### src/rtl/snake_sound_sequencer.sv
`default_nettype none
// ============================================================================
// Module      : snake_sound_sequencer
// Description : Turns snake game events into timed tones for a single tone
//               generator. Rising edges of the event inputs become pending
//               requests, which are served one at a time by fixed priority.
//               Each request plays one note followed by a silent gap.
//               Game-over plays a three-note melody instead.
//               A mute toggle silences the block and discards requests.
// Revision    : 1.0 - initial release
// ============================================================================
module snake_sound_sequencer #(
    parameter int TICK_DIV   = 12000,
    parameter int NOTE_TICKS = 100,
    parameter int GAP_TICKS  = 10
) (
    input  logic       clk,
    input  logic       nRst,
    input  logic       goodColl,
    input  logic       badColl,
    input  logic       dirChange,
    input  logic       gameOver,
    input  logic       mutePressed,
    output logic       playSound,
    output logic [8:0] freq,
    output logic       busy,
    output logic       muted
);

    localparam int DIV_W   = (TICK_DIV > 1) ? $clog2(TICK_DIV) : 1;
    localparam int NOTE_W  = (NOTE_TICKS > 1) ? $clog2(NOTE_TICKS) : 1;
    localparam int GAP_W   = (GAP_TICKS > 1) ? $clog2(GAP_TICKS) : 1;
    localparam int TCK_W   = (NOTE_W > GAP_W) ? NOTE_W : GAP_W;

    localparam logic [DIV_W-1:0] DIV_LAST  = DIV_W'(TICK_DIV - 1);
    localparam logic [TCK_W-1:0] NOTE_LAST = TCK_W'(NOTE_TICKS - 1);
    localparam logic [TCK_W-1:0] GAP_LAST  = TCK_W'(GAP_TICKS - 1);

    localparam logic [8:0] F_GOOD = 9'd440;
    localparam logic [8:0] F_BAD  = 9'd311;
    localparam logic [8:0] F_DIR  = 9'd262;
    localparam logic [8:0] F_MEL0 = 9'd392;
    localparam logic [8:0] F_MEL1 = 9'd330;
    localparam logic [8:0] F_MEL2 = 9'd262;

    // Request bit positions, highest priority in the top bit.
    localparam int B_GO   = 3;
    localparam int B_BAD  = 2;
    localparam int B_GOOD = 1;
    localparam int B_DIR  = 0;

    typedef enum logic [1:0] {
        S_IDLE = 2'd0,
        S_PLAY = 2'd1,
        S_GAP  = 2'd2
    } state_t;

    state_t             state_q, state_d;
    logic [3:0]         prev_q, pend_q, pend_d;
    logic [DIV_W-1:0]   div_q, div_d;
    logic [TCK_W-1:0]   tick_q, tick_d;
    logic [1:0]         idx_q, idx_d;
    logic               mel_q, mel_d;
    logic               play_q, play_d;
    logic [8:0]         freq_q, freq_d;
    logic               busy_q, busy_d;
    logic               muted_q, muted_d;

    logic [3:0]         evt_w, edge_w;
    logic               tick_done_w;
    logic               do_grant_w;

    assign evt_w  = {gameOver, badColl, goodColl, dirChange};
    assign edge_w = evt_w & ~prev_q;

    assign tick_done_w = (div_q == DIV_LAST) &&
                         (tick_q == ((state_q == S_PLAY) ? NOTE_LAST : GAP_LAST));

    // Next-state, request bookkeeping and registered-output values.
    always_comb begin
        state_d    = state_q;
        pend_d     = pend_q;
        div_d      = div_q;
        tick_d     = tick_q;
        idx_d      = idx_q;
        mel_d      = mel_q;
        play_d     = play_q;
        freq_d     = freq_q;
        muted_d    = muted_q;
        do_grant_w = 1'b0;

        // New edges latch as requests; a game-over while its melody is
        // already playing is absorbed into that melody.
        if (!muted_q) begin
            pend_d = pend_q | (edge_w & {~mel_q, 3'b111});
        end

        case (state_q)
            S_IDLE: begin
                if (|pend_q) begin
                    do_grant_w = 1'b1;
                end
            end
            S_PLAY: begin
                if (!mel_q && pend_q[B_GO]) begin
                    do_grant_w = 1'b1;
                end else if (tick_done_w) begin
                    state_d = S_GAP;
                    play_d  = 1'b0;
                    freq_d  = 9'd0;
                    div_d   = '0;
                    tick_d  = '0;
                end else if (div_q == DIV_LAST) begin
                    div_d  = '0;
                    tick_d = tick_q + 1'b1;
                end else begin
                    div_d = div_q + 1'b1;
                end
            end
            S_GAP: begin
                if (!mel_q && pend_q[B_GO]) begin
                    do_grant_w = 1'b1;
                end else if (tick_done_w) begin
                    if (mel_q && (idx_q < 2'd2)) begin
                        state_d = S_PLAY;
                        play_d  = 1'b1;
                        freq_d  = (idx_q == 2'd0) ? F_MEL1 : F_MEL2;
                        idx_d   = idx_q + 2'd1;
                        div_d   = '0;
                        tick_d  = '0;
                    end else if (|pend_q) begin
                        do_grant_w = 1'b1;
                    end else begin
                        state_d = S_IDLE;
                        mel_d   = 1'b0;
                        idx_d   = 2'd0;
                    end
                end else if (div_q == DIV_LAST) begin
                    div_d  = '0;
                    tick_d = tick_q + 1'b1;
                end else begin
                    div_d = div_q + 1'b1;
                end
            end
            default: begin
                state_d = S_IDLE;
            end
        endcase

        // Start the highest-priority pending request and retire its flag.
        if (do_grant_w) begin
            state_d = S_PLAY;
            play_d  = 1'b1;
            div_d   = '0;
            tick_d  = '0;
            idx_d   = 2'd0;
            mel_d   = 1'b0;
            if (pend_q[B_GO]) begin
                freq_d       = F_MEL0;
                mel_d        = 1'b1;
                pend_d[B_GO] = 1'b0;
            end else if (pend_q[B_BAD]) begin
                freq_d        = F_BAD;
                pend_d[B_BAD] = 1'b0;
            end else if (pend_q[B_GOOD]) begin
                freq_d         = F_GOOD;
                pend_d[B_GOOD] = 1'b0;
            end else begin
                freq_d        = F_DIR;
                pend_d[B_DIR] = 1'b0;
            end
        end

        // Mute toggling overrides everything decided above in this cycle.
        if (mutePressed) begin
            muted_d = ~muted_q;
            if (!muted_q) begin
                pend_d  = 4'd0;
                state_d = S_IDLE;
                play_d  = 1'b0;
                freq_d  = 9'd0;
                mel_d   = 1'b0;
                idx_d   = 2'd0;
                div_d   = '0;
                tick_d  = '0;
            end
        end

        busy_d = (state_d != S_IDLE);
    end

    // State and output registers with asynchronous active-low reset.
    always_ff @(posedge clk or negedge nRst) begin
        if (!nRst) begin
            state_q <= S_IDLE;
            prev_q  <= 4'd0;
            pend_q  <= 4'd0;
            div_q   <= '0;
            tick_q  <= '0;
            idx_q   <= 2'd0;
            mel_q   <= 1'b0;
            play_q  <= 1'b0;
            freq_q  <= 9'd0;
            busy_q  <= 1'b0;
            muted_q <= 1'b0;
        end else begin
            state_q <= state_d;
            prev_q  <= evt_w;
            pend_q  <= pend_d;
            div_q   <= div_d;
            tick_q  <= tick_d;
            idx_q   <= idx_d;
            mel_q   <= mel_d;
            play_q  <= play_d;
            freq_q  <= freq_d;
            busy_q  <= busy_d;
            muted_q <= muted_d;
        end
    end

    assign playSound = play_q;
    assign freq      = freq_q;
    assign busy      = busy_q;
    assign muted     = muted_q;

endmodule
`default_nettype wire

### config.mk
export PLATFORM = sky130hd
export DESIGN_NAME = snake_sound_sequencer
export DESIGN_NICKNAME = d
export VERILOG_FILES = /design/src/rtl/snake_sound_sequencer.sv
export SDC_FILE = /design/constraint.sdc
export NUM_CORES = 1
export LEC_CHECK = 0
export BUFFER_PORTS_ARGS = -buffer_cell sky130_fd_sc_hd__buf_2
export CORE_UTILIZATION = 62
export DETAILED_ROUTE_END_ITERATION = 12
export GPL_ROUTABILITY_DRIVEN = 0
export GPL_TIMING_DRIVEN = 0
export PLACE_DENSITY_LB_ADDON = 0.05
export RECOVER_POWER = 100
export SYNTH_ARGS = -nofsm -noshare
export SYNTH_HDL_FRONTEND = slang
export SYNTH_SLANG_ARGS = --single-unit
### constraint.sdc
create_clock -name clk -period 6.7 [get_ports clk]
set_input_delay 1.005 -clock clk [delete_from_list [all_inputs] [get_ports clk]]
set_output_delay 1.005 -clock clk [all_outputs]
set_load 0.01 [all_outputs]
==> results.md, run 1 <==
| Quantity | This run |
|:---|:---|
| Proportion of synthesized chip area in sequential cells | 41.9% |
| Hold-critical path depth | 1 |
| Congestion Overflow GR | 0 |
| Floorplan die area | 4700 µm² |
| Number of synthesized register bits | 46 |
| Initial DRC Count | 324 |
| Setup skew after layout | 0.00602 ns |
| Detailed-route wire length per cell | 17.6 µm |
| Synthesized net count | 328 |
| Number of enable flip-flop cells after synthesis | 0 |
| Final-layout setup total negative slack | 0 ns |
| Final instance area | 2970 µm² |
| Yosys Warn Count | 0 |
| Synthesized area per cell | 8.75 µm² |
| Post-DRT Antenna Nets | 0 |
| Number of buffers on the longest clock path | 2 |
| Buffers and inverters on the worst path | 2 |
| Clock transition time at the flip-flop clock pins of the worst setup and hold paths | 0.09 ns |
| Synth Flop Type | dfrtp_1 |
| Number of antenna violations at the first check in global routing | 0 |
| Die Span X | 68.6 µm |
| Hold_buf cts | 0 |
| Transition time of the tightest slew-check pin | 2.42 ns |
| Post-DP Area | 2900 µm² |
| TritonCTS buffer count | 5 |
| Number of resized instances in the post-cts repair step | 0 |
| Required time of the critical path | 6.93 ns |
| Routed vias/inst | 6.75 |
| Startpoint type of the worst setup path | flip-flop |
| Die height | 68.6 µm |
| # rows | 23 |
| First-pass GRT wire length | 11100 µm |
| Worst reg-to-reg path cell count | 9 |
| Power per cell area | 373 nW/µm² |
| Starting utilization of the core area | 66.8% |
| Post-layout min period | 3.34 ns |
| Async set-reset flop share out of synthesis | 100% |
| Most common cell after layout, fill and taps aside | dfrtp_1 |
| Minimum setup slack in the final design | 3.36 ns |
| Final critical-path share of the clock period | 49.9% |
| Most used cells in the layout excluding fill and tap cells | 46 x dfrtp_1, 37 x nor2_1, 27 x nand2_1 |
| All-layer global routing usage | 32.3% |
| Count of buffers from port buffering | 18 |
| Final HPWL from detailed placement | 4860 µm |
| Num Clock Sinks | 46 |
| H-tree lvl count | 2 |
| Worst supply voltage drop on vdd | 265 µV |
| Total via count after detailed routing | 2633 |
| Maximum number of pins on one net before global-route repair | 47 |
| Beginning of the worst hold path | freq[0] |
| Total internal power | 0.593 mW |
| Placeable core region | 4120 µm² |
| Leak | 1.19 nW |
| Number of placed cells counting well taps | 382 |
| Number of global-route vias before repair | 2345 |
| Pins Over Slew Limit | 47 |
| Clock Latency Late Sink | 0.30 ns |
| Pre-CTS worst setup slack | 3.68 ns |
| Clock Tree Root | clkbuf_8 |
| Cell with the most instances on the worst path | o21ai_0 |
| Clock tree from TritonCTS | built |
| Post-synthesis instance total | 314 |
| Stage delay of the slowest cell on the critical path | 0.77 ns |
| Portion of total power attributed to the clock network | 18.4% |
| Status | complete, but fails checks |
| CP max FO | 9 |
| Number of violations of the max-capacitance limit | 1 |
| Share of total power in combinational logic | 47.6% |
| Kind of capture point of the worst setup path | flip-flop |
| Overall power of the completed layout | 1.11 mW |
| Failing checks | capacitance limit, slew limit |
| Cell type group with the largest total delay on the critical path | compound AO/OA/AOI/OAI gates |
| Finished Core Util | 72.1% |
| Total setup buffers inserted after CTS | 0 |
| Fraction of final layout cells with drive strength greater than 1 | 6.47% |
| Critical Path Stages | 9 |
| Number of iterations in the first detailed-routing pass | 5 |
| Post-route DRC | 0 |
| Synth-to-layout area growth | 7.97% |
| Part of the total power dissipated in sequential elements | 33.9% |
| Post-route worst hold slack | 0.503 ns |
| Total wirelength of the detailed-routed design | 6850 µm |
| Synth cell types | 57 |
| Count of placed standard cells in the final layout, fillers left out | 390 |
| Nets | 353 |
| Origin of the worst setup path | state_q[1] |
| Sw power | 0.513 mW |
| Antenna fix cells | 0 |
| Reg2reg setup slack | 3.36 ns |
| Final count of hold timing violations | 0 |
| Category of the most critical setup path | flip-flop to flip-flop |
| I/O pin count | 19 |
| Maximum clock frequency | 299 MHz |
| Max transition margin | -61.5% |
| CP max-delay cell | o21ai_0 |
| Unrepaired setup endpoints after global routing | false |
| Post-synthesis instance area | 2750 µm² |
| Setup-violating endpoint count in the final report | 0 |
| Startpoint of the most critical register-to-register path | state_q[1] |
| Fraction of power spent switching nets | 46.4% |
| Critical path, cell by cell | inv_1 > ha_1 > clkbuf_1 > or4b_1 > mux2i_1 > nand3_1 > o21ai_0 > o21ai_0 > a21oi_1 |
| Data arrival at the endpoint of the critical path | 3.57 ns |
| Class of the worst hold path | flip-flop to flip-flop |
[power by group through the flow]
stage	logic (mW)	registers, mW	clock network (mW)
floorplan	0.358	0.382	0
global placement	0.517	0.376	0
detailed placement	0.529	0.378	0
CTS	0.533	0.373	0.206
global route	0.584	0.383	0.213
finish	0.527	0.375	0.204
[synth_stat cells (all sizes together), types with 2 or more instances]
cell | n | area share, %
a211oi | 3 | 0.82
a21oi | 26 | 4.7
a22oi | 7 | 1.9
a31oi | 5 | 1.1
a41oi | 3 | 0.96
and2 | 4 | 0.91
and3 | 3 | 0.68
and4 | 3 | 0.96
buf | 3 | 0.77
clkbuf | 8 | 1.1
dfrtp | 46 | 42
ha | 7 | 3.2
inv | 10 | 1.4
mux2 | 2 | 0.82
mux2i | 2 | 1.2
nand2 | 27 | 3.7
nand2b | 4 | 0.91
nand3 | 9 | 1.6
nand4 | 9 | 2.0
nand4b | 2 | 0.64
nor2 | 37 | 5.1
nor2b | 5 | 1.4
nor3 | 13 | 2.4
nor3b | 3 | 0.82
nor4 | 10 | 3.1
nor4b | 2 | 0.64
o211ai | 3 | 0.82
o21ai | 24 | 4.4
o22ai | 4 | 0.91
o311ai | 2 | 0.64
o31ai | 2 | 0.55
o32ai | 4 | 1.3
or2 | 4 | 0.91
or4 | 3 | 0.82
or4b | 3 | 1.2
[layout make-up]
type / instances / area, µm²
fill: 349 / 1150
clock buffer: 5 / 68.8
inverter: 10 / 37.5
buffer: 11 / 48.8
timing repair buffer: 18 / 72.6
sequential: 46 / 1150
multi-input combinational: 247 / 1490
tap: 50 / 62.6
clock inverter: 3 / 40.0
[cells by family after synthesis]
kind of cell / Yosys count / synth area share (%)
simple gates: 142 / 28.1
compound gates: 93 / 21.3
xor+xnor: 1 / 0.319
fa+ha+maj: 7 / 3.19
mux: 4 / 2.00
flops: 46 / 41.9
buf+inv: 21 / 3.23
[worst register-to-register path, cell delays in order (launching register included)]
cell and delay [ns]:
dfrtp_1 0.42, inv_1 0.08, ha_1 0.18, clkbuf_1 0.21, or4b_1 0.56, mux2i_1 0.39, nand3_1 0.30, o21ai_0 0.77
o21ai_0 0.21, a21oi_1 0.15
[layer usage]
layer	vias to the layer above	wire length, µm	GRT usage (%)	share of wire [%]
met5	-	0	0	0
met4	0	94	13.5	1.4
met3	16	551	4.93	8.0
met2	140	2970	45.6	43
met1	1239	3230	48.9	47
li1	1238	-	-	-
[state kept, by name (all words and copies together), names as in the netlist]
register and cells:
pend_q 4, playSound 1, prev_q 4, div_q 14, muted 1, freq 9, idx_q 2, mel_q 1
busy 1, tick_q 7, state_q 2
[path summary, 6_finish.rpt]
path,endpoint
max,tick_q[1]
min,freq[0]
max reg2reg,tick_q[1]
min reg2reg,freq[0]
max in group asynchronous,freq[3]
min in group asynchronous,tick_q[3]
Note: power is estimated with default switching activity, not from simulation.
==> run 2, diff against run 1 <==
--- a/config.mk
+++ b/config.mk
@@ -6,7 +6,7 @@
 export NUM_CORES = 1
 export LEC_CHECK = 0
 export BUFFER_PORTS_ARGS = -buffer_cell sky130_fd_sc_hd__buf_2
-export CORE_UTILIZATION = 62
+export CORE_UTILIZATION = 54
 export DETAILED_ROUTE_END_ITERATION = 12
 export GPL_ROUTABILITY_DRIVEN = 0
 export GPL_TIMING_DRIVEN = 0
==> constraint.sdc (replaced) <==
create_clock -name clk -period 2.92 [get_ports clk]
set_input_delay 0.438 -clock clk [delete_from_list [all_inputs] [get_ports clk]]
set_output_delay 0.438 -clock clk [all_outputs]
set_load 0.01 [all_outputs]
==> results.md, run 2 (same netlist as run 1, synthesis figures left out) <==
| Quantity | This run | vs previous |
|:---|:---|:---|
| All-layer global routing usage | 27.9% | -4.4 points |
| Die height | 73.3 µm | +6.9% |
| Beginning of the worst hold path | badColl |  |
| Starting utilization of the core area | 57.0% | -9.7 points |
| Setup-violating endpoint count in the final report | 0 | unchanged |
| Congestion Overflow GR | 0 | unchanged |
| Final HPWL from detailed placement | 4920 µm | +1.2% |
| Overall power of the completed layout | 2.71 mW | +140% |
| Post-layout min period | 2.79 ns | -0.554 ns |
| Antenna fix cells | 0 | unchanged |
| Max transition margin | 23.8% | +85 points |
| Area occupied by multi-input gates | 1540 µm² | +3.8% |
| Clock transition time at the flip-flop clock pins of the worst setup and hold paths | 0.09 ns | about the same |
| Number of placed cells counting well taps | 399 | +4.5% |
| Power per cell area | 876 nW/µm² | +130% |
| Category of the most critical setup path | flip-flop to flip-flop |  |
| Floorplan die area | 5380 µm² | +14% |
| Clock Latency Late Sink | 0.31 ns | about the same |
| Hold-critical path endpoint | prev_q[2] |  |
| Num Clock Sinks | 46 | unchanged |
| Clock Tree Root | clkbuf_8 |  |
| Maximum number of pins on one net before global-route repair | 47 | unchanged |
| Clock tree from TritonCTS | built |  |
| Number of iterations in the first detailed-routing pass | 5 | unchanged |
| Final-layout fill cell count | 461 | +32% |
| Post-route worst hold slack | 0.242 ns | -0.261 ns |
| Nets | 355 | +0.57% |
| Most used cells in the layout excluding fill and tap cells | 46 x dfrtp_1, 35 x nor2_1, 26 x nand2_1 |  |
| Worst supply voltage drop on vdd | 647 µV | +140% |
| Number of antenna violations at the first check in global routing | 0 | unchanged |
| Required time of the critical path | 3.09 ns | -3.84 ns |
| H-tree lvl count | 2 | unchanged |
| Number of global-route vias before repair | 2296 | -2.1% |
| Unrepaired setup endpoints after global routing | false |  |
| Detailed-route wire length per cell | 16.9 µm | -3.8% |
| Hold-critical path depth | 1 | unchanged |
| Sequential standard cell area | 1150 µm² | unchanged |
| Die Span X | 73.3 µm | +6.9% |
| Number of buffers on the longest clock path | 2 | unchanged |
| Register containing the most flip-flops in the final layout | div_q |  |
| Startpoint type of the worst setup path | flip-flop |  |
| Kind of capture point of the worst setup path | flip-flop |  |
| # rows | 25 | +8.7% |
| Setup skew after layout | 0.00821 ns | +0.00219 ns |
| Count of buffers from port buffering | 18 | unchanged |
| Placeable core region | 4820 µm² | +17% |
| Count of placed standard cells in the final layout, fillers left out | 409 | +4.9% |
| Routed vias/inst | 6.38 | -5.4% |
| Synth-to-layout area growth | 12.6% |  |
| Post-DRT Antenna Nets | 0 | unchanged |
| Final critical-path share of the clock period | 95.5% | +46 points |
| TritonCTS buffer count | 5 | unchanged |
| Total wirelength of the detailed-routed design | 6900 µm | +0.85% |
| Pins Over Slew Limit | 0 | -100% |
| Most heavily used metal layer in global routing | met1 |  |
| Worst reg-to-reg path cell count | 9 | unchanged |
| Leak | 1.24 nW | +4.4% |
| Initial DRC Count | 162 | -50% |
| Largest register FFs | 14 | unchanged |
| Maximum clock frequency | 359 MHz | +20% |
| I/O pin count | 19 | unchanged |
| Met3 usage in global routing | 4.12% | -0.82 points |
| Final count of hold timing violations | 0 | unchanged |
| Most common cell after layout, fill and taps aside | dfrtp_1 |  |
| Total via count after detailed routing | 2611 | -0.84% |
| Status | complete, no violations |  |
| Startpoint of the most critical register-to-register path | state_q[1] |  |
| Post-route DRC | 0 | unchanged |
| Data arrival at the endpoint of the critical path | 2.96 ns | -0.61 ns |
| First-pass GRT wire length | 11400 µm | +2.4% |
| R2r endpoint | busy |  |
| Global routing met1 resource utilization | 43.2% | -5.6 points |
| Number of violations of the max-capacitance limit | 0 | -1 |
| Reg2reg setup slack | 0.13 ns | -3.23 ns |
| Transition time of the tightest slew-check pin | 1.14 ns | -1.28 ns |
| Global-route met2 utilization | 41.7% | -3.9 points |
| Class of the worst hold path | input port to flip-flop |  |
| CP max FO | 9 | unchanged |
| Fraction of final layout cells with drive strength greater than 1 | 11.1% | +4.6 points |
[run 2: through the flow]
step / util, % / area, µm² / TNS, ns / worst slack, ns
floorplan: - / 2750 / 0 / 0.401
CTS: 63.6 / 3060 / 0 / 0.0166
global route: 64.2 / 3090 / 0 / 0.00351
detailed placement: 60.6 / 2920 / -1.34 / -0.150
global placement: 60.6 / 2920 / -0.924 / -0.135
finish: 64.2 / 3090 / 0 / 0.131
[run 2: repair_timing]
action	in CTS	in global routing
gates resized for setup	2	10
endpoints found under the setup margin	12	28
pin swaps	0	2
hold buffers	0	0
buffers inserted	0	2
[run 2: how the worst max path moves through the flow]
| stage | startpoint | depth (start not counted) | end |
|---|---|---|---|
| floorplan | state_q[1] | 9 | busy |
| global placement | state_q[1] | 9 | freq[1] |
| detailed placement | state_q[1] | 9 | freq[1] |
| CTS | state_q[1] | 9 | freq[1] |
| global route | state_q[1] | 10 | freq[0] |
| finish | state_q[1] | 9 | busy |
[run 2: final cells by class]
type                    instances  share of cell area (%)
multi-input cells             247                    49.8
flip-flops and latches         46                    37.2
repair buffers                 20                    2.79
well taps                      67                    2.71
clock buffers                   5                    2.22
clock inverters                 3                    2.22
plain buffers                  11                    1.78
inverters                      10                    1.21
[run 2: report_power, final]
group,switching [mW],internal [mW]
Clock,0.226,0.343
Combinational,0.881,0.401
Sequential,0.105,0.753
[run 2: metal layers]
metal / up-vias / wire length, µm
li1: 1248 / -
met1: 1255 / 3370
met2: 101 / 3070
met3: 7 / 407
met4: 0 / 59
met5: - / 0
[run 2: critical path, cell delays in order, from the launching register on]
cell	delay, ns
dfrtp_1	0.42
inv_1	0.08
ha_1	0.18
buf_2	0.18
or4b_4	0.56
mux2i_4	0.24
nand4_1	0.24
or4_1	0.51
o221ai_1	0.11
o311ai_1	0.12
==> run 3, diff against run 2 <==
--- a/config.mk
+++ b/config.mk
@@ -6,7 +6,10 @@
 export NUM_CORES = 1
 export LEC_CHECK = 0
 export BUFFER_PORTS_ARGS = -buffer_cell sky130_fd_sc_hd__buf_2
-export CORE_UTILIZATION = 54
+export CELL_PAD_IN_SITES_DETAIL_PLACEMENT = 2
+export CELL_PAD_IN_SITES_GLOBAL_PLACEMENT = 2
+export CORE_UTILIZATION = 34
+export CTS_BUF_LIST = sky130_fd_sc_hd__clkbuf_16
 export DETAILED_ROUTE_END_ITERATION = 12
 export GPL_ROUTABILITY_DRIVEN = 0
 export GPL_TIMING_DRIVEN = 0
==> results.md, run 3 (same netlist as run 1, synthesis figures left out) <==
| Quantity | This run | vs previous |
|:---|:---|:---|
| Status | complete, no violations |  |
| Fraction of final layout cells with drive strength greater than 1 | 13.0% | +1.9 points |
| Required time of the critical path | 3.11 ns | +0.02 ns |
| Setup skew after layout | 0.00790 ns | -0.000312 ns |
| Leak | 1.27 nW | +2.3% |
| Number of violations of the max-capacitance limit | 0 | unchanged |
| Number of antenna violations at the first check in global routing | 0 | unchanged |
| Setup-violating endpoint count in the final report | 0 | unchanged |
| Clock transition time at the flip-flop clock pins of the worst setup and hold paths | 0.07 ns | -0.02 ns |
| CP max-delay cell | or4b_4 |  |
| Critical path, cell by cell | inv_1 > ha_1 > buf_2 > or4b_4 > mux2i_4 > nand4_1 > nor2b_4 > or2_0 > buf_2 > o32ai_1 |  |
| Transition time of the tightest slew-check pin | 1.22 ns | +0.0785 ns |
| Kind of capture point of the worst setup path | flip-flop |  |
| Synth-to-layout area growth | 15.8% |  |
| Data arrival at the endpoint of the critical path | 3.02 ns | +0.06 ns |
| Most common cell after layout, fill and taps aside | dfrtp_1 |  |
| Power per cell area | 896 nW/µm² | +2.3% |
| Number of iterations in the first detailed-routing pass | 5 | unchanged |
| Congestion Overflow GR | 0 | unchanged |
| Total via count after detailed routing | 2667 | +2.1% |
| Clock Tree Root | clkbuf_16 |  |
| Cell type group with the largest total delay on the critical path | simple AND/OR/NAND/NOR gates |  |
| All-layer global routing usage | 24.3% | -3.5 points |
| Post-route DRC | 0 | unchanged |
| Starting utilization of the core area | 35.4% | -22 points |
| Final HPWL from detailed placement | 6870 µm | +40% |
| Share of total power in combinational logic | 47.8% | +0.5 points |
| Largest register FFs | 14 | unchanged |
| Max transition margin | 18.5% | -5.2 points |
| Routed vias/inst | 5.97 | -6.5% |
| Pins Over Slew Limit | 0 | unchanged |
| Die Span X | 91.9 µm | +25% |
| I/O pin count | 19 | unchanged |
| Most used cells in the layout excluding fill and tap cells | 45 x dfrtp_1, 34 x nor2_1, 26 x nand2_1 |  |
| Stage delay of the slowest cell on the critical path | 0.56 ns | about the same |
| Post-layout min period | 2.83 ns | +0.0393 ns |
| Final-layout setup total negative slack | 0 ns | unchanged |
| Placeable core region | 7770 µm² | +61% |
| Final count of hold timing violations | 0 | unchanged |
| Post-route worst hold slack | 0.254 ns | +0.0122 ns |
| Count of buffers from port buffering | 18 | unchanged |
| Buffers and inverters on the worst path | 3 | +1 |
| Startpoint of the most critical register-to-register path | state_q[1] |  |
| Class of the worst hold path | input port to flip-flop |  |
| Floorplan die area | 8440 µm² | +57% |
| Nets | 358 | +0.85% |
| Clock tree from TritonCTS | built |  |
| Beginning of the worst hold path | badColl |  |
| Hold-critical path depth | 1 | unchanged |
| Hold-critical path endpoint | prev_q[2] |  |
| Sw power | 1.38 mW | +13% |
| Category of the most critical setup path | flip-flop to flip-flop |  |
| Die height | 91.9 µm | +25% |
| H-tree lvl count | 2 | unchanged |
| Worst supply voltage drop on vdd | 404 µV | -37% |
| Worst reg-to-reg path cell count | 10 | +1 |
| Number of global-route vias before repair | 2871 | +25% |
| Total internal power | 1.48 mW | -1.3% |
| Post-DRT Antenna Nets | 0 | unchanged |
| Clock Latency Late Sink | 0.29 ns | -0.02 ns |
| Cell with the most instances on the worst path | buf_2 |  |
| First-pass GRT wire length | 15700 µm | +38% |
| Reg2reg setup slack | 0.09 ns | -0.04 ns |
| Register containing the most flip-flops in the final layout | div_q |  |
| Final critical-path share of the clock period | 96.9% | +1.3 points |
| Antenna fix cells | 0 | unchanged |
| Detailed-route wire length per cell | 21.6 µm | +28% |
| Number of buffers on the longest clock path | 2 | unchanged |
| Overall power of the completed layout | 2.85 mW | +5.3% |
| Total wirelength of the detailed-routed design | 9650 µm | +40% |
| Fraction of power spent switching nets | 48.2% | +3.5 points |
| Initial DRC Count | 120 | -26% |
| Pre-CTS worst setup slack | -0.383 ns | -0.233 ns |
| CP max FO | 9 | unchanged |
| Maximum clock frequency | 354 MHz | -1.4% |
| Num Clock Sinks | 46 | unchanged |
| Portion of total power attributed to the clock network | 21.8% | +0.8 points |
| Final instance area | 3180 µm² | +2.9% |
| TritonCTS buffer count | 5 | unchanged |
| R2r endpoint | freq[4] |  |
| Maximum number of pins on one net before global-route repair | 47 | unchanged |
| Part of the total power dissipated in sequential elements | 30.5% | -1.2 points |
| Startpoint type of the worst setup path | flip-flop |  |
| Post-DP Area | 2970 µm² | +1.5% |
| Minimum setup slack in the final design | 0.0917 ns | -0.0393 ns |
| # rows | 32 | +28% |
-- run 3: worst max-delay path by stage --
stage / from / end / slack [ns] / cells after the start
6_report: state_q[1] / freq[4] / 0.09 / 10
5_1_grt: state_q[1] / freq[4] / -0.004 / 10
3_3_place_gp: state_q[0] / freq[1] / -0.37 / 9
4_1_cts: state_q[1] / tick_q[1] / 0.0006 / 9
3_5_place_dp: state_q[0] / tick_q[1] / -0.38 / 9
2_1_floorplan: state_q[1] / busy / 0.40 / 9
-- run 3: stage by stage --
step,util [%],cells
3_5_place_dp,38.2,434
3_3_place_gp,38.2,434
6_report,41.0,447
4_1_cts,40.6,445
5_1_grt,41.0,447
2_1_floorplan,-,314
-- run 3: cell type report --
| type | instances | area (µm²) |
|---|---|---|
| buffer | 10 | 48.8 |
| sequential | 46 | 1150 |
| clock buffer | 5 | 125 |
| fill | 910 | 4580 |
| multi-input combinational | 247 | 1550 |
| timing repair buffer | 24 | 118 |
| tap | 102 | 128 |
| inverter | 10 | 37.5 |
| clock inverter | 3 | 26.3 |
-- run 3: routing by layer --
metal | GRT usage [%] | part of all wire [%]
met1 | 33.3 | 48
met3 | 3.07 | 2.7
met4 | 4.69 | 0.55
met2 | 41.4 | 49
met5 | 0 | 0
-- run 3: worst register-to-register path, delay by kind of cell, from the launching register on --
kind | cells | cell delay, ns
muxes | 1 | 0.21
DFF | 1 | 0.40
and+or+nand+nor | 4 | 1.29
buffers and inverters | 3 | 0.41
adders and majority gates | 1 | 0.17
AOI/OAI and AO/OA | 1 | 0.25
-- run 3: power groups by stage --
stage          Clock, mW  Sequential (mW)  Combinational [mW]
2_1_floorplan          0            0.876               0.821
3_3_place_gp           0            0.875                1.29
3_5_place_dp           0            0.880                1.32
4_1_cts            0.631            0.868                1.36
5_1_grt            0.656            0.890                1.51
6_report           0.621            0.869                1.36
-- run 3: timing repair --
action | in CTS | in global routing
hold buffers | 0 | 0
setup buffers | 3 | 3
pin swaps | 1 | 0
resized for setup | 4 | 11
setup endpoints to repair | 30 | 32
